--- config.mk ---
export PLATFORM = sky130hd
export DESIGN_NAME = gio_outbank
export DESIGN_NICKNAME = d
export VERILOG_FILES = /design/src/rtl/gio_outbank.sv
export SDC_FILE = /design/constraint.sdc
export NUM_CORES = 1
export LEC_CHECK = 0
export CORE_UTILIZATION = 55
export CTS_CLUSTER_DIAMETER = 60
export DETAILED_ROUTE_END_ITERATION = 10
export PLACE_DENSITY = 0.81
export SLEW_MARGIN = 10
export SYNTH_ARGS = -nofsm -noshare
export SYNTH_HDL_FRONTEND = slang
export SYNTH_SLANG_ARGS = --single-unit
--- constraint.sdc ---
create_clock -name clk -period 3.1 [get_ports clk]
set_input_delay 0.62 -clock clk [delete_from_list [all_inputs] [get_ports clk]]
set_output_delay 0.62 -clock clk [all_outputs]
set_load 0.02 [all_outputs]
--- src/rtl/gio_outbank.sv ---
// rtl/gio_outbank.sv - memory-mapped output bank with DATA/SET/CLR/TGL writes and per-channel one-shot pulses
module gio_outbank #(
  parameter logic [31:0] BASE_ADDR    = 32'h0200_0000,
  parameter int          CHANNELS     = 4,
  parameter int          WIDTH        = 8,
  parameter int          PULSE_CYCLES = 16
) (
  input  logic                      clk,
  input  logic                      resetn,
  input  logic                      mem_valid,
  input  logic [31:0]               mem_addr,
  input  logic [31:0]               mem_wdata,
  input  logic [3:0]                mem_wstrb,
  output logic                      mem_ready,
  output logic [31:0]               mem_rdata,
  output logic [CHANNELS*WIDTH-1:0] odata
);

  typedef enum logic {IDLE = 1'b0, ACK = 1'b1} state_t;

  localparam logic [4:0]  OFF_DATA   = 5'h00;
  localparam logic [4:0]  OFF_SET    = 5'h04;
  localparam logic [4:0]  OFF_CLR    = 5'h08;
  localparam logic [4:0]  OFF_TGL    = 5'h0C;
  localparam logic [4:0]  OFF_PULSE  = 5'h10;
  localparam logic [4:0]  OFF_STATUS = 5'h14;
  localparam logic [15:0] PULSE_LOAD = 16'(PULSE_CYCLES);

  state_t           state_q, state_d;
  logic [WIDTH-1:0] data_q  [CHANNELS];
  logic [WIDTH-1:0] data_d  [CHANNELS];
  logic [WIDTH-1:0] pmask_q [CHANNELS];
  logic [WIDTH-1:0] pmask_d [CHANNELS];
  logic [15:0]      cnt_q   [CHANNELS];
  logic [15:0]      cnt_d   [CHANNELS];
  logic [WIDTH-1:0] wr_res  [CHANNELS];
  logic             static_wr [CHANNELS];
  logic [31:0]      rdata_q, rdata_d;

  logic             hit;
  logic             is_write;
  logic [2:0]       ch;
  logic [4:0]       off;
  logic [WIDTH-1:0] wmask;
  logic [WIDTH-1:0] wbits;
  logic             unused_wdata;

  generate
    for (genvar i = 0; i < WIDTH; i++) begin : g_wmask
      assign wmask[i] = mem_wstrb[i/8];
    end
  endgenerate

  assign wbits        = mem_wdata[WIDTH-1:0] & wmask;
  assign unused_wdata = ^mem_wdata;
  assign ch           = mem_addr[7:5];
  assign off          = mem_addr[4:0];
  assign is_write     = |mem_wstrb;
  // The IDLE qualifier keeps a still-asserted request from being taken twice.
  assign hit = (state_q == IDLE) && mem_valid && (mem_addr[31:8] == BASE_ADDR[31:8]);

  always_comb begin : fsm_next
    state_d = state_q;
    case (state_q)
      IDLE:    if (hit) state_d = ACK;
      ACK:     state_d = IDLE;
      default: state_d = IDLE;
    endcase
  end

  always_comb begin : chan_next
    rdata_d = '0;
    for (int c = 0; c < CHANNELS; c++) begin
      data_d[c]    = data_q[c];
      pmask_d[c]   = pmask_q[c];
      cnt_d[c]     = (cnt_q[c] != 16'd0) ? cnt_q[c] - 16'd1 : 16'd0;
      wr_res[c]    = data_q[c];
      static_wr[c] = 1'b0;
      if (cnt_q[c] == 16'd1) begin
        data_d[c]  = data_q[c] & ~pmask_q[c];
        pmask_d[c] = '0;
      end
      if (hit && (ch == 3'(c))) begin
        if (is_write) begin
          case (off)
            OFF_DATA: begin wr_res[c] = (data_q[c] & ~wmask) | wbits; static_wr[c] = 1'b1; end
            OFF_SET:  begin wr_res[c] = data_q[c] | wbits;            static_wr[c] = 1'b1; end
            OFF_CLR:  begin wr_res[c] = data_q[c] & ~wbits;           static_wr[c] = 1'b1; end
            OFF_TGL:  begin wr_res[c] = data_q[c] ^ wbits;            static_wr[c] = 1'b1; end
            // Retrigger path: overrides a same-cycle expiry and keeps existing pulse bits.
            OFF_PULSE: begin
              data_d[c]  = data_q[c] | wbits;
              pmask_d[c] = pmask_q[c] | wbits;
              cnt_d[c]   = PULSE_LOAD;
            end
            default: ;
          endcase
          if (static_wr[c]) begin
            data_d[c]  = (data_d[c] & ~wmask) | (wr_res[c] & wmask);
            pmask_d[c] = pmask_d[c] & ~wmask;
          end
        end else if (off == OFF_DATA) begin
          rdata_d = 32'(data_q[c]);
        end else if (off == OFF_STATUS) begin
          rdata_d = {31'd0, cnt_q[c] != 16'd0};
        end
      end
    end
  end

  always_ff @(posedge clk or negedge resetn) begin
    if (!resetn) begin
      state_q <= IDLE;
      rdata_q <= '0;
      for (int c = 0; c < CHANNELS; c++) begin
        data_q[c]  <= '0;
        pmask_q[c] <= '0;
        cnt_q[c]   <= '0;
      end
    end else begin
      state_q <= state_d;
      rdata_q <= rdata_d;
      for (int c = 0; c < CHANNELS; c++) begin
        data_q[c]  <= data_d[c];
        pmask_q[c] <= pmask_d[c];
        cnt_q[c]   <= cnt_d[c];
      end
    end
  end

  assign mem_ready = (state_q == ACK);
  assign mem_rdata = rdata_q;

  generate
    for (genvar c = 0; c < CHANNELS; c++) begin : g_odata
      assign odata[c*WIDTH +: WIDTH] = data_q[c];
    end
  endgenerate

endmodule

# Word-level counts from Yosys, hierarchy flattened
# Index checks and enable logic that the tools add are counted.
[classes]
n_reduce_logical = 14
n_eq_ne = 13
n_addsub = 4
n_bitwise = 52
muxes = 108
[ops]
columns = ["op", "n"]
rows = [
  ["$mux W8", 67],
  ["$mux W32", 12],
  ["$mux W16", 16],
  ["$and A8 B8 Y8", 25],
  ["$or A8 B8 Y8", 16],
  ["$pmux W8 S4", 4],
  ["$eq A16 B1 Y1 const B", 4],
  ["$reduce_bool A16 Y1", 4],
  ["$sub A16 B1 Y16 const B", 4],
  ["$not A8 Y8", 6],
  ["$xor A8 B8 Y8", 4],
  ["$eq A24 B18 Y1 const B", 1],
  ["$eq A5 B4 Y1 const B", 2],
  ["$eq A5 B5 Y1 const B", 2],
  ["$mux W1", 8],
  ["$reduce_or A4 Y1", 2],
  ["$eq A3 B2 Y1 const B", 2],
  ["$logic_and A1 B1 Y1", 6],
  ["$eq A5 B3 Y1 const B", 1],
  ["$logic_not A5 Y1", 1],
  ["$eq A3 B1 Y1 const B", 1],
  ["$logic_not A3 Y1", 1],
  ["$pmux W1 S2", 1],
  ["$not A1 Y1", 1],
]
[word_totals]
elab_cells = 205
regBits = 161
in_bits = 71
out_inout_bits = 65

# Longest topological paths before layout
# Gate-level depths: netlist of the first run.
[logic_depth]
word_depth = 17
mapped_depth = 10
mapped_depth_nobuf = 8

# Worst setup path before layout of the first run
# No wires, ideal clock.
[synth_timing]
path_type = "input to register"
startpoint = "in mem_wstrb[0]"
endpoint = "reg with a tool-made name"
path_stages = 8
setup_slack_ns = 0.701
setup_ns = 0.145
arrival_ns = 2.254
required_ns = 2.955
n_path_buf = 2
path_cell_list = "clkbuf_1 -> and2_1 -> clkbuf_1 -> inv_1 -> ha_1 -> a221o_2 -> a21boi_1 -> a221oi_2"
[synth_lines]
columns = ["element", "line_no", "text"]
rows = [
  ["start, declared", "13", "input logic [3:0] mem_wstrb,"],
]

==> results of run 1 <==
==> metal layers <==
| metal | GRT usage | vias to the layer above |
|---|---|---|
| met5 | 0 | - |
| met1 | 0.400 | 3843 |
| li1 | - | 3515 |
| met4 | 0.174 | 0 |
| met2 | 0.509 | 434 |
| met3 | 0.0827 | 70 |
==> placed cells by master (no fill, tap or decap), drive strengths merged, types with 33 or more instances in the layout <==
cell type      Yosys  layout
xnor2             40      40
dfrtp            137     137
buf               48      58
inv               70      71
nor2             111     111
nor3              33      33
clkdlybuf4s50      0      86
a21oi             55      55
nand2             41      41
ha                74      74
==> worst paths after layout <==
check / slack (ps) / cells after the start / end / startpoint
setup / recovery: 400 / 8 / pmask_q[0] / mem_addr[9]
hold / removal: 200 / 1 / cnt_q[59] / resetn
setup reg to reg: 520 / 5 / pmask_q[21] / cnt_q[37]
hold reg to reg: 500 / 1 / cnt_q[16] / cnt_q[16]
max in group asynchronous: 2180 / 2 / pmask_q[31] / resetn
min in group clk: 500 / 1 / cnt_q[16] / cnt_q[16]
==> power by group <==
group / switching, mW / total, mW / internal [mW]
Sequential: 0.00107 / 1.79 / 1.79
Combinational: 0.237 / 0.390 / 0.153
Clock: 0.769 / 1.95 / 1.18
Total: 1.01 / 4.13 / 3.13
==> cell families after synthesis <==
group | Yosys count | share of synthesized area
adder cells (fa/ha/maj) | 74 | 0.104
flip-flops | 137 | 0.387
XOR/XNOR | 49 | 0.0484
other | 1 | 0.000423
AND/OR/NAND/NOR | 293 | 0.173
buffers and inverters | 139 | 0.0746
multiplexers | 29 | 0.0426
AO/OA/AOI/OAI | 211 | 0.170
==> metrics by stage <==
| step | total power [mW] | instance area (sq um) | hold slack, ps |
|---|---|---|---|
| finish | 4.13 | 10700 | 198 |
| global route | 4.26 | 10700 | 234 |
| CTS | 4.14 | 10700 | 215 |
| detailed placement | 2.21 | 10100 | 481 |
| global placement | 2.20 | 10100 | 475 |
| floorplan | 2.04 | 8950 | 324 |
==> critical path, cell delays in order <==
cell	delay, ps
clkdlybuf4s50_1	410
nor4_1	430
and4_1	350
nand2_2	190
nor3_1	360
buf_4	190
nand2b_1	290
a32o_1	240
==> final cells by class <==
| cell class | instances | area [sq um] | area share |
|---|---|---|---|
| clock buffers | 25 | 495 | 0.0463 |
| clock inverters | 6 | 63.8 | 0.00596 |
| inverters | 70 | 263 | 0.0245 |
| multi-input cells | 680 | 4860 | 0.454 |
| flip-flops and latches | 137 | 3430 | 0.320 |
| well taps | 216 | 270 | 0.0252 |
| repair buffers | 144 | 1330 | 0.124 |
==> results.py, run 1 <==
metrics = {
    "synth": {
        "synth_top_area_share": 0.387,
        "synth_top_cell_by_area": "dfrtp_1",
        "async_reset_ff_frac": 1.00,
        "synth_area_per_cell_sq_um": 9.50,
        "synth_cell_type_count": 68,
        "synth.area.top_cells": "dfrtp_1 (39%), ha_1 (10%), nor2_1 (4.5%)",
        "synth-seq-cells": 137,
        "synth-seq-area-share": 0.387,
        "syn-instance-count": 933,
        "synth_area_sq_um": 8860,
        "ys.flop_type": "dfrtp_1",
        "synth.yosys.warnings": 0,
        "synth_most_common_cell": "dfrtp_1",
        "synth_top_cells_by_count": "dfrtp_1 (137), nor2_1 (107), ha_1 (74)",
        "synth_edf_count": 0,
    },
    "sta": {
        "fmax_mhz": 370,
        "worst_slew_pin_slew_ps": 884,
        "post-route-period-util": 0.871,
        "setup_viol": 0,
        "fin_setup_tns_ps": 0,
        "drv_slew": 0,
        "rsz0062_at_grt": "false",
        "finalHoldViolCount": 0,
        "fin_ws_ps": 401,
        "max_slew_margin": 0.410,
        "fin_skew_ps": 13.4,
        "fin_crit_ps": 2700,
    },
    "setup_path": {
        "worstSetupEndpointType": "flop",
        "critPathKind": "in -> reg",
        "critPathRequiredTime_ps": 3470,
        "critPathLaunchType": "input pin",
        "crit_path_max_fanout": 10,
        "cp.arrival_ps": 3070,
    },
    "worst_hold_path": {
        "hp-class": "in -> async",
    },
    "power_and_ir_drop": {
        "power.density_nw_per_um2": 386,
        "p_leak_nw": 5.08,
        "vdd_drop_max_mv": 0.358,
    },
    "placement": {
        "place_hpwl_um": 17200,
        "dp.cells": 1247,
        "portBuffers": 87,
        "gp_congestion": 0.966,
        "pre_cts_slack_ps": 56.6,
    },
    "cts": {
        "cts.htree.levels": 4,
        "cts_setup_buffers": 0,
        "cts_buffers": 17,
        "max-clock-path-buffers": 2,
        "cts_tree": "built",
        "clk_pin_slew_worst_paths_ps": 60,
        "cts_resized": 0,
        "cts_root_buf": "clkbuf_16",
        "cts_num_sinks": 137,
        "ctsHoldBuffers": 0,
        "clk_latency_ps": 430,
    },
    "route": {
        "avgViaCountPerCell": 6.15,
        "wl_um": 25400,
        "top_layer": "met4",
        "wl_met1_um": 10300,
        "wl_met2_um": 12000,
        "wl_met3_um": 2240,
        "drt-wirelength-per-cell_um": 19.9,
        "drt.antenna.violating_nets": 0,
        "drtIter0Drc": 844,
        "drtPass1Iterations": 6,
        "via_count": 7862,
        "drc": 0,
    },
    "final_layout": {
        "final_util": 0.676,
        "drive_above_1_share": 0.115,
        "nFillCells": 1233,
        "nets": 1195,
        "n_antenna_cell": 0,
        "area_delta_synth_final_pct": 20.8,
        "final_cells": 1278,
    },
    "die": {
        "core_area_sq_um": 15800,
        "die_h_um": 129,
        "die_w_um": 129,
        "dieArea_sq_um": 16600,
        "std_cell_rows": 46,
        "start_util": 0.560,
        "design.portCount": 136,
    },
    "flow_run": {
        "drv_cap": 0,
    },
    "global_routing": {
        "grt_max_degree": 69,
        "grt_pass1_vias": 7637,
        "antenna_found_initial": 0,
        "grt_pass1_wl_um": 40000,
        "grt_overflow": 0,
        "track_usage": 0.320,
    },
    "status": {
        "status": "complete, no violations",
    },
}
Power figures use the tool's default switching activity.
==> run 2: changes to the inputs <==
--- a/config.mk
+++ b/config.mk
@@ -5,6 +5,7 @@
 export SDC_FILE = /design/constraint.sdc
 export NUM_CORES = 1
 export LEC_CHECK = 0
+export ABC_CLOCK_PERIOD_IN_PS = 3100
 export CORE_UTILIZATION = 55
 export CTS_CLUSTER_DIAMETER = 60
 export DETAILED_ROUTE_END_ITERATION = 10
==> results of run 2 <==
The final DEF is identical to that of run 1; final timing and power are the same.
==> run 3: changes to the inputs <==
--- a/config.mk
+++ b/config.mk
@@ -6,6 +6,7 @@
 export NUM_CORES = 1
 export LEC_CHECK = 0
 export ABC_CLOCK_PERIOD_IN_PS = 3100
+export CAP_MARGIN = 20
 export CORE_UTILIZATION = 55
 export CTS_CLUSTER_DIAMETER = 60
 export DETAILED_ROUTE_END_ITERATION = 10
==> results of run 3 <==
The final DEF is identical to that of run 1; final timing and power are the same.
